### src/rtl/gamma_decoder.sv
// gamma_decoder: subtracts an LFSR gamma byte from each 9-bit encoded word to recover plaintext, flagging out-of-range results
module gamma_decoder #(
  parameter int CNT_W = 16
) (
  input  logic             clk,
  input  logic             rst,
  input  logic             seed_load,
  input  logic [15:0]      seed,
  input  logic             in_valid,
  output logic             in_ready,
  input  logic [8:0]       in_data,
  output logic             out_valid,
  input  logic             out_ready,
  output logic [7:0]       out_data,
  output logic             out_err,
  output logic [CNT_W-1:0] byte_cnt,
  output logic [7:0]       err_cnt,
  output logic             seeded
);
  localparam logic [0:0] UNSEEDED = 1'b0;
  localparam logic [0:0] RUN      = 1'b1;
  logic [0:0]       state_q, state_d;
  logic [15:0]      s_q, s_d;
  logic             out_valid_q, out_valid_d;
  logic [7:0]       out_data_q, out_data_d;
  logic             out_err_q, out_err_d;
  logic [CNT_W-1:0] byte_cnt_q, byte_cnt_d;
  logic [7:0]       err_cnt_q, err_cnt_d;
  logic [9:0]       diff;
  logic             err;
  logic             xfer;
  assign in_ready  = (state_q == RUN) && (!out_valid_q || out_ready) && !seed_load;
  assign xfer      = in_valid && in_ready;
  assign diff      = {1'b0, in_data} - {2'b00, s_q[7:0]};
  // bit 9 marks a negative result, bit 8 (when non-negative) marks a result above 255
  assign err       = diff[9] | diff[8];
  assign out_valid = out_valid_q;
  assign out_data  = out_data_q;
  assign out_err   = out_err_q;
  assign byte_cnt  = byte_cnt_q;
  assign err_cnt   = err_cnt_q;
  assign seeded    = (state_q == RUN);
  always_comb begin
    state_d     = seed_load ? RUN : state_q;
    s_d         = seed_load ? ((seed == 16'h0000) ? 16'hACE1 : seed)
                : xfer ? {s_q[14:0], s_q[15] ^ s_q[13] ^ s_q[12] ^ s_q[10]} : s_q;
    out_valid_d = seed_load ? 1'b0 : xfer ? 1'b1 : out_ready ? 1'b0 : out_valid_q;
    out_data_d  = xfer ? diff[7:0] : out_data_q;
    out_err_d   = xfer ? err : out_err_q;
    byte_cnt_d  = xfer ? byte_cnt_q + CNT_W'(1) : byte_cnt_q;
    err_cnt_d   = (xfer && err && err_cnt_q != 8'hFF) ? err_cnt_q + 8'd1 : err_cnt_q;
  end
  always_ff @(posedge clk or posedge rst) begin
    if (rst) begin
      state_q     <= UNSEEDED;
      s_q         <= 16'h0000;
      out_valid_q <= 1'b0;
      out_data_q  <= 8'h00;
      out_err_q   <= 1'b0;
      byte_cnt_q  <= '0;
      err_cnt_q   <= 8'h00;
    end else begin
      state_q     <= state_d;
      s_q         <= s_d;
      out_valid_q <= out_valid_d;
      out_data_q  <= out_data_d;
      out_err_q   <= out_err_d;
      byte_cnt_q  <= byte_cnt_d;
      err_cnt_q   <= err_cnt_d;
    end
  end
endmodule

### config.mk
export PLATFORM = sky130hd
export DESIGN_NAME = gamma_decoder
export DESIGN_NICKNAME = d
export VERILOG_FILES = /design/src/rtl/gamma_decoder.sv
export SDC_FILE = /design/constraint.sdc
export NUM_CORES = 1
export LEC_CHECK = 0
export CORE_MARGIN = 5
export CORE_UTILIZATION = 37
export CTS_CLUSTER_SIZE = 12
export DETAILED_ROUTE_END_ITERATION = 16
export GPL_ROUTABILITY_DRIVEN = 0
export PLACE_DENSITY = 0.7
export SYNTH_ARGS = -nofsm -noshare
export SYNTH_HDL_FRONTEND = slang
export SYNTH_SLANG_ARGS = --single-unit
### constraint.sdc
create_clock -name clk -period 2.12 [get_ports clk]
set_input_delay 0.424 -clock clk [delete_from_list [all_inputs] [get_ports clk]]
set_output_delay 0.424 -clock clk [all_outputs]
set_load 0.05 [all_outputs]
==> flow_summary_export.csv, run 1 <==
group,metric,value,unit
outcome,status,"complete, but fails checks",
outcome,violations,"negative setup slack",
floorplanning,rows,30,
clocking,clk_pin_slew,0.10,ns
worst_setup_path,required,2.32,ns
grt,antenna_found_initial,0,
worst_setup_path,worst-path-max-fanout,6,
routing,route.met3.wl,313,um
timing,finalMaxSlewViolations,0,
final_layout,multi_input_area,1366,um^2
timing,rsz0062_at_grt,"true",
clocking,clkLatencyLatePin,0.31,ns
routing,highest_layer,"met4",
grt,grt_use_total,0.1541,
power_and_ir_drop,p_sw_frac,0.4000,
placement,place.port_buffers,65,
synth,synth_fp_nets,304,
timing,relSlewSlack,0.6395,
routing,avgRoutedWirePerCell,13.61,um
timing,setup_viol,6,
synth,ys_seq_area_frac,0.4906,
clocking,cts_root_buf,"clkbuf_8",
timing,finalHoldViolations,0,
power_and_ir_drop,combPwrFrac,0.456,
synth,synth_seq_cells,51,
worst_hold_path,hold_path.class,"input pin to async pin",
clocking,cts_buffer_depth,2,
clocking,cts_tree,"done",
timing,period_needed,2.198,ns
clocking,htree_levels,2,
clocking,numCtsBuffers,5,
synth,syn_inst,263,
routing,drtAntennaViolNets,0,
clocking,clock_sinks,51,
final_layout,syn_to_final_growth,52.86,%
worst_setup_path,start_kind,"flip-flop",
placement,place_ws,-0.9673,ns
routing,drt-met1-wl,2921,um
placement,place.detailed.hpwl,4829,um
power_and_ir_drop,p_leak,1.770,nW
floorplanning,io_pins,66,
worst_setup_path,arrival,2.40,ns
run,drv_cap,0,
final_layout,drive_above_1_share,0.2361,
routing,detail_route.vias_per_cell,4.719,
grt,grt_overflow_total,0,
worst_setup_path,path_class,"flip-flop to flip-flop",
timing,hold_ws,0.4713,ns
power_and_ir_drop,p_int,0.002113,W
floorplanning,initial_utilization,0.3808,
routing,dr_wl_met2,3120,um
routing,firstDrtPassIters,4,
final_layout,nFillCells,617,
placement,placed_area,3742,um^2
placement,dp_cells,458,
floorplanning,core-area,6832,um^2
synth,synth.avg_cell_area,9.891,um^2
floorplanning,dieArea,8807,um^2
timing,fin_skew,0.009388,ns
power_and_ir_drop,ir_drop,0.5393,mV
routing,wl,6439,um
synth,ys_types,41,
grt,grt_pass1_vias,2350,
final_layout,mostFrequentLayoutCells,"clkdlybuf4s50_1 (60), dfrtp_1 (49), buf_4 (46), nand2_1 (33), nor2_1 (22)",
timing,post-route-period-util,1.037,
final_layout,instances_no_fill,473,
routing,dr_total_vias,2232,
power_and_ir_drop,finalPower,0.003522,W
synth,synth_area,2601,um^2
power_and_ir_drop,power_density,885.7,nW/um^2
synth,yosys_warnings,0,
floorplanning,dieWidth,93.85,um
timing,worst_pin_slew,0.5400,ns
power_and_ir_drop,p_sw,0.001409,W
final_layout,layout_commonest_cell,"clkdlybuf4s50_1",
worst_setup_path,rr_worst_depth,9,
grt,grt_max_degree,29,
routing,drt_iter0_drc,82,
power_and_ir_drop,pwr-share-seq,0.375,
worst_setup_path,endpoint_kind,"flip-flop",
routing,drc,0,
power_and_ir_drop,clkPwrFrac,0.169,
final_layout,seqCellArea,1279,um^2
timing,finalWorstSetupSlack,-0.07831,ns
final_layout,final_nets,417,
final_layout,fin_area,3976,um^2
timing,clock.fmax,454.9,MHz
floorplanning,die_h,93.85,um
grt,grt_pass1_wl,10740,um
final_layout,diodes,0,
[through the flow]
| step | setup TNS, ns | util |
|---|---|---|
| floorplan | -1.467 | - |
| global placement | -9.077 | 0.5478 |
| detailed placement | -10.10 | 0.5478 |
| CTS | -1.148 | 0.5716 |
| global route | -1.351 | 0.5821 |
| finish | -0.2768 | 0.5821 |
[timing repair]
action                                  CTS  global route
setup buffers                             3             5
hold buffers                              0             0
endpoints found under the setup margin   12             9
resized for setup                        17             8
pin swaps                                16             6
[kinds of logic after synthesis]
logic type	count (synthesis)	share of synthesized area
muxes	6	0.02549
xor gates and xnor gates	25	0.08418
adders and majority gates	11	0.05580
DFF	51	0.4906
AOI/OAI and AO/OA	53	0.1347
buffers and inverters	23	0.03415
and+or+nand+nor	94	0.1751
[metal layers]
metal,global-route usage,up-vias
met4,0.04693,0
met2,0.2567,50
met5,0,-
li1,-,1144
met3,0.03766,8
met1,0.1971,1030
[area by class of cell]
class,instances,area share
well taps,96,0.03021
multi-input cells,189,0.3436
clock inverters,1,0.002203
clock buffers,7,0.02171
flip-flops and latches,51,0.3216
repair buffers,113,0.2624
inverters,16,0.01825
[Yosys cell counts]
master     n  area [um^2]
nor2_1    22        82.58
mux2_1     4        45.04
a22oi_1    4        30.03
inv_1     15        56.30
a21oi_1    9        45.04
o22ai_1    7        43.79
dfrtp_1   51         1276
o21a_1     3        22.52
ha_1      10        125.1
and4_1     1        8.760
and3_1     5        31.28
nor3b_2    1        12.51
o21ai_2    1        8.760
nand4_1    3        18.77
buf_2      2        10.01
or2_2      1        6.260
nor2b_1    3        18.77
xor2_1     4        35.03
o21ai_1    2        10.01
o41ai_4    1        27.53
nor3_1     2        10.01
o21ai_0   15        75.07
nand2_1   34        127.6
clkbuf_1   4        15.01
xnor2_1   21        183.9
mux2_2     1        11.26
nor4_1     4        25.02
nand3_1    8        40.04
o31a_1     1        8.760
nand4b_1   3        26.28
a211oi_1   3        22.52
clkinv_1   1        3.750
mux2i_1    1        10.01
buf_1      1        3.750
nand2b_1   4        25.02
nor3_2     1        10.01
o31ai_1    3        22.52
and2_1     2        12.51
fa_1       1        20.02
a21o_1     1        7.510
o221ai_1   3        26.28
[sequential cells by signal (all words and copies together) (netlist names)]
signal     cells
byte_cnt      16
err_cnt        8
out_data       8
out_err        1
out_valid      1
s_q           16
seeded         1
[power by group through the flow]
stage | Combinational [W] | Sequential, W | Clock (W)
floorplan | 0.000471 | 0.00179 | 0
global placement | 0.00151 | 0.00133 | 0
detailed placement | 0.00153 | 0.00134 | 0
CTS | 0.00157 | 0.00132 | 0.000616
global route | 0.00173 | 0.00136 | 0.000653
finish | 0.00161 | 0.00132 | 0.000594
[path summary, 6_finish.rpt]
kind | from | end | slack [ns]
min reg2reg | byte_cnt[15] | byte_cnt[15] | 0.47
max reg2reg | s_q[0] | err_cnt[6] | -0.08
max in group asynchronous | rst | seeded | 1.10
min | rst | out_err | 0.47
max | s_q[0] | err_cnt[6] | -0.08
min in group clk | byte_cnt[15] | byte_cnt[15] | 0.47
[worst max-delay path: stages, from the launching register on]
cell,delay [ns]
dfrtp_1,0.42
ha_4,0.17
fa_2,0.35
nor2b_2,0.13
o31a_1,0.16
o21ai_2,0.07
xnor2_2,0.18
o41ai_4,0.15
nand4b_1,0.15
mux2_4,0.30
Note: power is estimated with default switching activity, not from simulation.
==> inputs of run 2 (changes only) <==
--- a/config.mk
+++ b/config.mk
@@ -11,6 +11,8 @@
 export DETAILED_ROUTE_END_ITERATION = 16
 export GPL_ROUTABILITY_DRIVEN = 0
 export PLACE_DENSITY = 0.7
+export SETUP_SLACK_MARGIN = 0.15
+export SKIP_LAST_GASP = 1
 export SYNTH_ARGS = -nofsm -noshare
 export SYNTH_HDL_FRONTEND = slang
 export SYNTH_SLANG_ARGS = --single-unit
==> flow_summary_export.csv, run 2 (synthesis gave the netlist of run 1 again) <==
group,metric,value,unit
timing,setup_viol,9,
clocking,holdBufCountCts,0,
clocking,cts_tree,"done",
clocking,cts_buffer_depth,2,
clocking,clock_sinks,51,
timing,finalWorstSetupSlack,-0.1904,ns
power_and_ir_drop,p_leak,1.883,nW
grt,top_usage_layer,"met2",
worst_hold_path,hold_path.class,"input pin to async pin",
grt,met3_usage,0.03526,
run,drv_cap,0,
worst_setup_path,rr_worst_depth,10,
clocking,cts_root_buf,"clkbuf_8",
routing,detail_route.vias_per_cell,4.814,
grt,grt_overflow_total,0,
floorplanning,dieWidth,93.85,um
outcome,violations,"negative setup slack",
routing,drtAntennaViolNets,0,
timing,relSlewSlack,0.6626,
routing,firstDrtPassIters,4,
floorplanning,io_pins,66,
worst_setup_path,start_kind,"input pin",
timing,finalMaxSlewViolations,0,
placement,place.port_buffers,65,
clocking,clkLatencyLatePin,0.30,ns
floorplanning,dieArea,8807,um^2
final_layout,drive_above_1_share,0.2258,
floorplanning,core-area,6832,um^2
routing,wl,6323,um
routing,drt_iter0_drc,77,
final_layout,seqCellArea,1279,um^2
routing,dr_total_vias,2253,
grt,grt_pass1_vias,2244,
power_and_ir_drop,power_density,873.4,nW/um^2
timing,fin_skew,0.006333,ns
floorplanning,rows,30,
worst_setup_path,r2r_setup_slack,-0.16,ns
final_layout,layout_commonest_cell,"dfrtp_1",
clocking,numCtsBuffers,5,
final_layout,mostFrequentLayoutCells,"dfrtp_1 (49), buf_4 (41), clkdlybuf4s50_1 (39), nand2_1 (34), nor2_1 (22)",
floorplanning,initial_utilization,0.3808,
grt,grt_pass1_wl,10450,um
final_layout,syn_to_final_growth,50.94,%
timing,finalHoldViolations,0,
routing,avgRoutedWirePerCell,13.51,um
timing,post-route-period-util,1.090,
grt,met2_usage,0.2425,
timing,hold_ws,0.4755,ns
clocking,clk_pin_slew,0.10,ns
worst_setup_path,worst-path-max-fanout,5,
floorplanning,die_h,93.85,um
timing,worst_pin_slew,0.5053,ns
worst_setup_path,required,2.31,ns
power_and_ir_drop,ir_drop,0.4550,mV
worst_setup_path,endpoint_kind,"flip-flop",
placement,place.detailed.hpwl,4827,um
timing,rsz0062_at_grt,"true",
power_and_ir_drop,finalPower,0.003429,W
routing,drc,0,
worst_setup_path,arrival,2.50,ns
placement,dp_cells,457,
outcome,status,"complete, but fails checks",
timing,clock.fmax,432.8,MHz
final_layout,diodes,0,
final_layout,nFillCells,617,
timing,period_needed,2.310,ns
worst_setup_path,crit_path_start,"in_data[7]",
clocking,htree_levels,2,
worst_setup_path,r2r_start,"s_q[0]",
placement,place_ws,-0.9326,ns
grt,grt_use_total,0.1471,
grt,use_met1,0.1962,
final_layout,multi_input_area,1350,um^2
final_layout,final_nets,412,
grt,grt_max_degree,52,
grt,antenna_found_initial,0,
worst_setup_path,r2r-end,"err_cnt[6]",
final_layout,instances_no_fill,468,
worst_setup_path,path_class,"input pin to flip-flop",
-- run 2: changes by cell type in the layout (fill, tap and decap cells not counted), moves of 2 or more --
cell / previous run / this run
dlygate4sd2_1: 3 / 17
dlymetal6s2s_1: 0 / 7
buf_4: 46 / 41
xnor2_1: 18 / 20
clkdlybuf4s50_1: 60 / 39
xnor2_2: 3 / 1
-- run 2: worst max path at each step --
stage                               to  slack (ns)  depth (start not counted)
after floorplan           byte_cnt[13]       -0.20                          8
after global placement      err_cnt[6]       -0.90                         11
after detailed placement    err_cnt[6]       -0.93                         11
after CTS                   err_cnt[6]       -0.19                         10
after global routing        err_cnt[6]       -0.26                         10
final                       err_cnt[6]       -0.19                         10
-- run 2: stage by stage --
| step | area, um^2 | TNS (ns) | utilization |
|---|---|---|---|
| after CTS | 3870 | -1.100 | 0.5665 |
| final | 3926 | -1.027 | 0.5747 |
| after global placement | 3735 | -8.945 | 0.5467 |
| after floorplan | 2668 | -1.458 | - |
| after global routing | 3926 | -1.739 | 0.5747 |
| after detailed placement | 3735 | -9.766 | 0.5467 |
-- run 2: area by class of cell --
| type | instances | share of cell area |
|---|---|---|
| multi-input combinational | 189 | 0.3438 |
| sequential | 51 | 0.3257 |
| timing repair buffer | 108 | 0.2562 |
| tap | 96 | 0.03059 |
| clock buffer | 6 | 0.02103 |
| inverter | 16 | 0.01848 |
| clock inverter | 2 | 0.004143 |
-- run 2: layer usage --
metal	wire length, um	part of all wire
met2	3002	0.47
met5	0	0
met1	2895	0.46
met3	346	0.055
met4	78	0.012
-- run 2: report_power, final --
part | switching [W] | leakage [nW] | internal (W)
Sequential | 0.000167 | 0.626 | 0.00115
Clock | 0.000334 | 0.0474 | 0.000267
Combinational | 0.000902 | 1.21 | 0.000610
-- run 2: critical path: stages --
cell and delay (ns):
clkdlybuf4s50_1 0.44, ha_1 0.35, nand2_1 0.10, o21ai_0 0.22
o21ai_2 0.11, xnor2_2 0.18, o41ai_4 0.10, buf_4 0.16
nand4b_1 0.11, mux2_4 0.30
-- run 2: timing repair --
item                                    in CTS  in global routing
pin swaps                                   11                  7
buffers inserted                             2                  1
endpoints found under the setup margin      26                 23
resized for setup                           28                 16
